[src/rtl/mod_reduce_seq.sv]
// Sequential X mod M reducer. X is consumed MSB-first, C bits per clock,
// using the Horner step acc = (acc*2^C + chunk) mod M. The result is held until handshaked.
module mod_reduce_seq #(
    parameter int W = 200,
    parameter int M = 461,
    parameter int C = 6,
    localparam int MW = $clog2(M),
    localparam int N  = (W + C - 1) / C
) (
    input  logic          clk,
    input  logic          rst,
    input  logic          in_valid,
    output logic          in_ready,
    input  logic [W-1:0]  x_in,
    output logic          out_valid,
    input  logic          out_ready,
    output logic [MW-1:0] z_out,
    output logic          busy
);

    localparam int SW = N * C;
    localparam int CW = (N > 1) ? $clog2(N) : 1;
    localparam int TW = MW + C;
    localparam logic [TW-1:0] MT   = TW'(M);
    localparam logic [CW-1:0] LAST = CW'(N - 1);

    localparam logic [1:0] S_IDLE = 2'd0;
    localparam logic [1:0] S_BUSY = 2'd1;
    localparam logic [1:0] S_DONE = 2'd2;

    generate
        if (M < 2 || C < 1) begin : g_bad_params
            $error("mod_reduce_seq: M must be >= 2 and C must be >= 1");
        end
    endgenerate

    logic [1:0]    state;
    logic [SW-1:0] shreg;
    logic [MW-1:0] acc;
    logic [MW-1:0] acc_nxt;
    logic [CW-1:0] cnt;
    logic [TW-1:0] t;
    logic [TW-1:0] t_mod;

    // t < M*2^C because acc < M, so a constant-divisor remainder yields a value in [0, M).
    always_comb begin
        t       = {acc, shreg[SW-1 -: C]};
        t_mod   = t % MT;
        acc_nxt = t_mod[MW-1:0];
    end

    assign in_ready  = (state == S_IDLE) && !rst;
    assign busy      = (state == S_BUSY);
    assign out_valid = (state == S_DONE);

    always_ff @(posedge clk) begin
        if (rst) begin
            state <= S_IDLE;
            shreg <= '0;
            acc   <= '0;
            cnt   <= '0;
            z_out <= '0;
        end else begin
            case (state)
                S_IDLE: begin
                    if (in_valid) begin
                        // Zero-extension at the MSB pads the top chunk when W is not a multiple of C.
                        shreg <= SW'(x_in);
                        acc   <= '0;
                        cnt   <= '0;
                        state <= S_BUSY;
                    end
                end
                S_BUSY: begin
                    acc   <= acc_nxt;
                    shreg <= shreg << C;
                    cnt   <= cnt + 1'b1;
                    if (cnt == LAST) begin
                        z_out <= acc_nxt;
                        state <= S_DONE;
                    end
                end
                S_DONE: begin
                    if (out_ready) state <= S_IDLE;
                end
                default: state <= S_IDLE;
            endcase
        end
    end

endmodule

[config.mk]
export PLATFORM = sky130hd
export DESIGN_NAME = mod_reduce_seq
export DESIGN_NICKNAME = d
export VERILOG_FILES = /design/src/rtl/mod_reduce_seq.sv
export SDC_FILE = /design/constraint.sdc
export NUM_CORES = 1
export LEC_CHECK = 0
export BUFFER_PORTS_ARGS = -buffer_cell sky130_fd_sc_hd__buf_2
export CAP_MARGIN = 10
export CORE_ASPECT_RATIO = 0.75
export CORE_MARGIN = 2
export CORE_UTILIZATION = 60
export CTS_CLUSTER_DIAMETER = 60
export DETAILED_ROUTE_END_ITERATION = 10
export MAX_ROUTING_LAYER = met4
export PLACE_DENSITY = 0.84
export SYNTH_ARGS = -nofsm -noshare
export SYNTH_HDL_FRONTEND = slang
export SYNTH_SLANG_ARGS = --single-unit
export TNS_END_PERCENT = 1
[constraint.sdc]
create_clock -name clk -period 11 [get_ports clk]
set_input_delay 2.2 -clock clk [delete_from_list [all_inputs] [get_ports clk]]
set_output_delay 2.2 -clock clk [all_outputs]
set_load 0.005 [all_outputs]
==> flow_summary.ini, run 1 <==
[status]
outcome = complete, no violations

[logic_synthesis]
netlist_instances = 2079
syn_area_mm2 = 0.0140
synth.ff_latch_count = 230
synth.top_cell.area_share_pct = 32.9
ys_types = 94
synth_top_area_cell = dfxtp_1
ys_top_cells_by_area = dfxtp_1, nor2_1, nor2b_1, a21oi_1, nor3_1
ys_warn_count = 0
ys_seq_area_share_pct = 32.9
syn-num-nets = 2285
synth_ff_type = dfxtp_1
synth_edf_count = 0
ys_async_sr_fraction_pct = 0
syn_avg_cell_area_um2 = 6.72

[die]
die_area_mm2 = 0.0245
start_util_pct = 60.9
num_rows = 48
core-area_mm2 = 0.0229
ioPinCount = 216
die_height_um = 136
die_w_um = 180

[clock_network]
cts_max_level = 1
path_clk_slew_ps = 60
root_buffer = clkbuf_16
cts_buffer_depth = 3
cts_tree = built
clk_latency_ps = 530
hold_buffers = 0
post_cts_buffers = 0
cts-resized-gates = 0
numClockSinks = 230
cts_buffers = 24

[placement]
io_buffers = 215
gp_congestion = 0.921
dp_hpwl_um = 24600
dpl_cell_area_mm2 = 0.0149

[final_layout]
final_layout_size_suffix_gt1_share_pct = 14.7
final_nets = 2375
layout_commonest_cell = nor2_1
stdcell_area_mm2 = 0.0158
area_delta_synth_final_pct = 12.9
layout_common_cells = nor2_1, a21oi_1, dfxtp_1
final_util_pct = 68.8

[grt]
grt_pass1_wl_um = 61100
grt_antenna_before_repair = 9
overflow = 0
grt_use_total_pct = 30.1
grt_start_max_net_pins = 124
grt_pass1_vias = 12200

[drt]
drc_errors = 0
drt_iter0_drc = 1451
drtPass1Iterations = 7
viasPerCell = 5.68
via_count = 14200
wl_per_cell_um = 15.3
drtAntennaViolNets = 0
wl_um = 38100

[sta]
worst_pin_slew_ps = 1190
fin_hold_ws_ps = 488
hold_violations = 0
skew_ps = 21.5
rsz0062_at_grt = false
maxSlewHeadroom_pct = 20.5
fin_setup_tns_ps = 0
max_freq_mhz = 122
drv_slew = 0
period_minus_slack_ps = 8170
finalSetupViolations = 0
fin_crit_sh_pct = 74.3

[worst_setup_path]
path_class = reg -> reg
crit_fanout = 19
endpoint_kind = register
arrival_ps = 8600
worst_setup_path_start_kind = register
crit_required_ps = 11430

[power]
peakVddDrop_mv = 0.103
p_leak_nw = 6.82
powerDensity_mw_per_mm2 = 140

[run]
drv_cap = 0

[min_path]
hold_class = reg -> reg
==> layer usage <==
metal	routed length (um)	up-vias	global-route usage (%)
li1	-	7179	-
met1	17900	6488	43.1
met2	16600	477	43.8
met3	3130	41	6.48
met4	541	0	5.60
met5	0	-	-
==> logic make-up after synthesis <==
family | count (synthesis) | synth area share (%)
adder cells (fa/ha/maj) | 2 | 0.179
AND/OR/NAND/NOR | 1212 | 40.1
XOR/XNOR | 31 | 2.13
buffers and inverters | 181 | 5.06
AO/OA/AOI/OAI | 413 | 18.8
multiplexers | 10 | 0.779
flip-flops | 230 | 32.9
==> path summary, 6_finish.rpt <==
check	from	to	slack [ps]	cells past startpoint
setup reg to reg	acc[0]	acc[2]	2830	23
hold reg to reg	shreg[92]	shreg[92]	490	2
hold / removal	shreg[92]	shreg[92]	490	2
setup / recovery	acc[0]	acc[2]	2830	23
==> final cells by class <==
cell class | count | area [um2]
inverter | 14 | 52.6
clock inverter | 9 | 134
fill | 1998 | 7170
sequential | 230 | 4610
antenna | 12 | 30.0
tap | 300 | 375
timing repair buffer | 231 | 1210
clock buffer | 32 | 691
multi-input combinational | 1668 | 8680
==> synth_stat cells (all sizes together) (8+ instances only) <==
library cell / count
a211oi: 13
a21o: 8
a21oi: 238
a22oi: 13
a31oi: 12
buf: 27
clkbuf: 140
dfxtp: 230
inv: 14
nand2: 59
nand2b: 9
nand3: 16
nand4: 10
nor2: 654
nor2b: 200
nor3: 214
o211ai: 15
o21a: 8
o21ai: 41
or2: 9
xnor2: 25
==> state kept, by name, indices dropped and copies added, names as in the netlist <==
name,count
cnt,6
acc,9
shreg,204
z_out,9
state,2
==> stage by stage <==
step / total power [mW] / cells / worst slack (ps)
after CTS: 2.22 / 2482 / 2990
after detailed placement: 1.37 / 2441 / 3030
final: 2.21 / 2496 / 2830
after floorplan: 1.27 / 2079 / 4700
after global placement: 1.36 / 2441 / 3290
after global routing: 2.32 / 2493 / 2420
==> report_power, final <==
part	leakage [nW]	internal, mW	switching [mW]
Clock	0.406	0.510	0.336
Combinational	4.51	0.170	0.234
Sequential	1.91	0.910	0.0491
==> critical path, cell delays in order (launching register included) <==
cell,delay [ps]
dfxtp_1,760
nor2_1,260
or4b_1,570
a311oi_2,410
o21ai_1,180
a2111o_1,450
a21oi_4,230
a21o_1,230
mux2_2,390
xnor2_1,390
o41ai_2,170
nor2_2,470
mux2_4,300
o31a_1,610
o21ai_0,230
a211o_1,400
a21oi_4,330
nor2_2,150
a2111oi_4,440
o2111ai_4,210
o21ai_4,310
a21boi_2,120
or3b_1,360
o211ai_1,100
Power figures use the tool's default switching activity.
==> run 2, diff against run 1 <==
- CORE_UTILIZATION: 60 -> 52
- PLACE_DENSITY: 0.84 -> 0.77
- clock period: 11 -> 7 ns (I/O delays scaled with it)
==> run 2 against run 1 <==
Sequential power rose by 57%. Non-clock buffer count rose by 84. First-iteration DRC count fell by 9.1%. Total power rose by 65%. Cell count rose by 5.3%. Routed wire length rose by 6.4%. Combinational power rose by 63%. Die area rose by 15%. Hold slack barely moved. Maximum frequency rose by 22%. Setup slack got worse by 2500 ps. Critical path type unchanged. Largest cell class unchanged.
==> flow_summary.ini, run 2 (same netlist as run 1, synthesis figures left out) <==
[clock_network]
numClockSinks = 230
path_clk_slew_ps = 60
root_buffer = clkbuf_16
cts_buffer_depth = 3
clk_latency_ps = 540
cts_max_level = 1
cts_tree = built
hold_buffers = 0
cts_buffers = 26

[grt]
grt_pass1_wl_um = 66200
grt_use_total_pct = 28.4
grt_pass1_vias = 13100
grt_antenna_before_repair = 8
grt_start_max_net_pins = 299
overflow = 0

[final_layout]
largest_reg_flops = 204
layout_common_cells = nor2_1, a21oi_1, dfxtp_1
area_delta_synth_final_pct = 19.3
fill_cells = 2405
finalNonFillerCells = 2629
largestRegisters = shreg x204, acc x9, z_out x9
regMostFlops = shreg
final_nets = 2461
stdcell_area_mm2 = 0.0167
layout_commonest_cell = nor2_1
final_layout_size_suffix_gt1_share_pct = 18.5

[sta]
hold_violations = 0
drv_slew = 0
rsz0062_at_grt = true
period_minus_slack_ps = 6700
fin_crit_sh_pct = 95.7
max_freq_mhz = 149
skew_ps = 10.1
worst_pin_slew_ps = 1200
fin_hold_ws_ps = 489
maxSlewHeadroom_pct = 20.3
finalSetupViolations = 0
fin_setup_tns_ps = 0
finalWorstSetupSlack_ps = 298

[worst_setup_path]
arrival_ps = 7160
path_class = reg -> reg
endpoint_kind = register
worst_setup_path_start_kind = register
crit_fanout = 12
crit_required_ps = 7460

[drt]
viasPerCell = 5.52
via_count = 14500
drt_iter0_drc = 1319
drtPass1Iterations = 5
drc_errors = 0
drtAntennaViolNets = 0
wl_um = 40500
wl_per_cell_um = 15.4

[die]
die_w_um = 193
start_util_pct = 53.4
die_area_mm2 = 0.0282
num_rows = 51
die_height_um = 146
core-area_mm2 = 0.0262
ioPinCount = 216

[placement]
post-place-ws_ps = 74.2
gp_congestion = 0.978
placed_cells = 2567
dp_hpwl_um = 26800
io_buffers = 215
dpl_cell_area_mm2 = 0.0156

[power]
powerDensity_mw_per_mm2 = 219
peakVddDrop_mv = 0.168
p_leak_nw = 7.31

[run]
drv_cap = 0

[min_path]
hold_class = reg -> reg

[status]
outcome = complete, no violations
run 2: cell count changes in the layout (fill, tap and decap cells not counted), sizes merged:
| cell | change |
|---|---|
| inv | +2 |
| diode | -1 |
| clkinvlp | -1 |
| clkinv | -4 |
| clkbuf | +9 |
| buf | +84 |
run 2: worst paths after layout:
check | startpoint | cells after the start | endpoint | slack, ps
hold reg to reg | shreg[26] | 2 | shreg[26] | 490
hold / removal | shreg[26] | 2 | shreg[26] | 490
setup / recovery | acc[6] | 27 | acc[2] | 300
setup reg to reg | acc[6] | 27 | acc[2] | 300
run 2: layer usage:
metal | global-route usage [%] | wire length [um] | up-vias
met5 | - | 0 | -
met1 | 41.2 | 19700 | 6609
li1 | - | - | 7365
met2 | 39.7 | 16800 | 463
met3 | 6.37 | 3170 | 68
met4 | 6.76 | 848 | 0
run 2: worst max-delay path, stage by stage (launching register included):
cell,delay [ps]
dfxtp_2,420
nand3_4,170
or4b_1,520
a311oi_2,260
o21ai_1,160
a2111o_1,450
a21oi_4,230
a21oi_2,90
buf_4,170
or4_4,440
a31o_1,260
a31oi_4,220
nor2_2,80
mux2_4,310
o31a_1,270
buf_12,160
mux2i_1,160
nor3b_4,350
a21oi_4,150
nor2_2,200
buf_4,150
buf_4,140
a41o_1,210
o2111ai_4,170
o21ai_4,310
a21boi_2,120
or3b_1,360
o211ai_1,90
run 2: through the flow:
step	utilization, %	power [mW]
2_1_floorplan	-	2.00
3_3_place_gp	59.7	2.17
3_5_place_dp	59.7	2.18
4_1_cts	63.3	3.68
5_1_grt	63.7	3.84
6_report	63.8	3.66
run 2: where the power goes:
part / leakage, nW / internal [mW] / switching (mW)
Sequential: 1.91 / 1.43 / 0.0765
Clock: 0.468 / 0.923 / 0.567
Combinational: 4.94 / 0.285 / 0.374
Total: 7.31 / 2.64 / 1.02
run 2: final cells by class:
type	count	area [um2]	area share, %
clock buffer	41	828	4.96
antenna	11	27.5	0.165
sequential	230	4620	27.7
clock inverter	6	118	0.705
timing repair buffer	315	1880	11.2
inverter	14	52.6	0.315
multi-input combinational	1668	8730	52.4
tap	344	430	2.58
run 2: repair_timing:
| item | 4_1_cts | 5_1_grt |
|---|---|---|
| endpoints found under the hold margin | 0 | 0 |
| setup buffers | 0 | 4 |
| endpoints found under the setup margin | 0 | 18 |
| resized for setup | 0 | 16 |
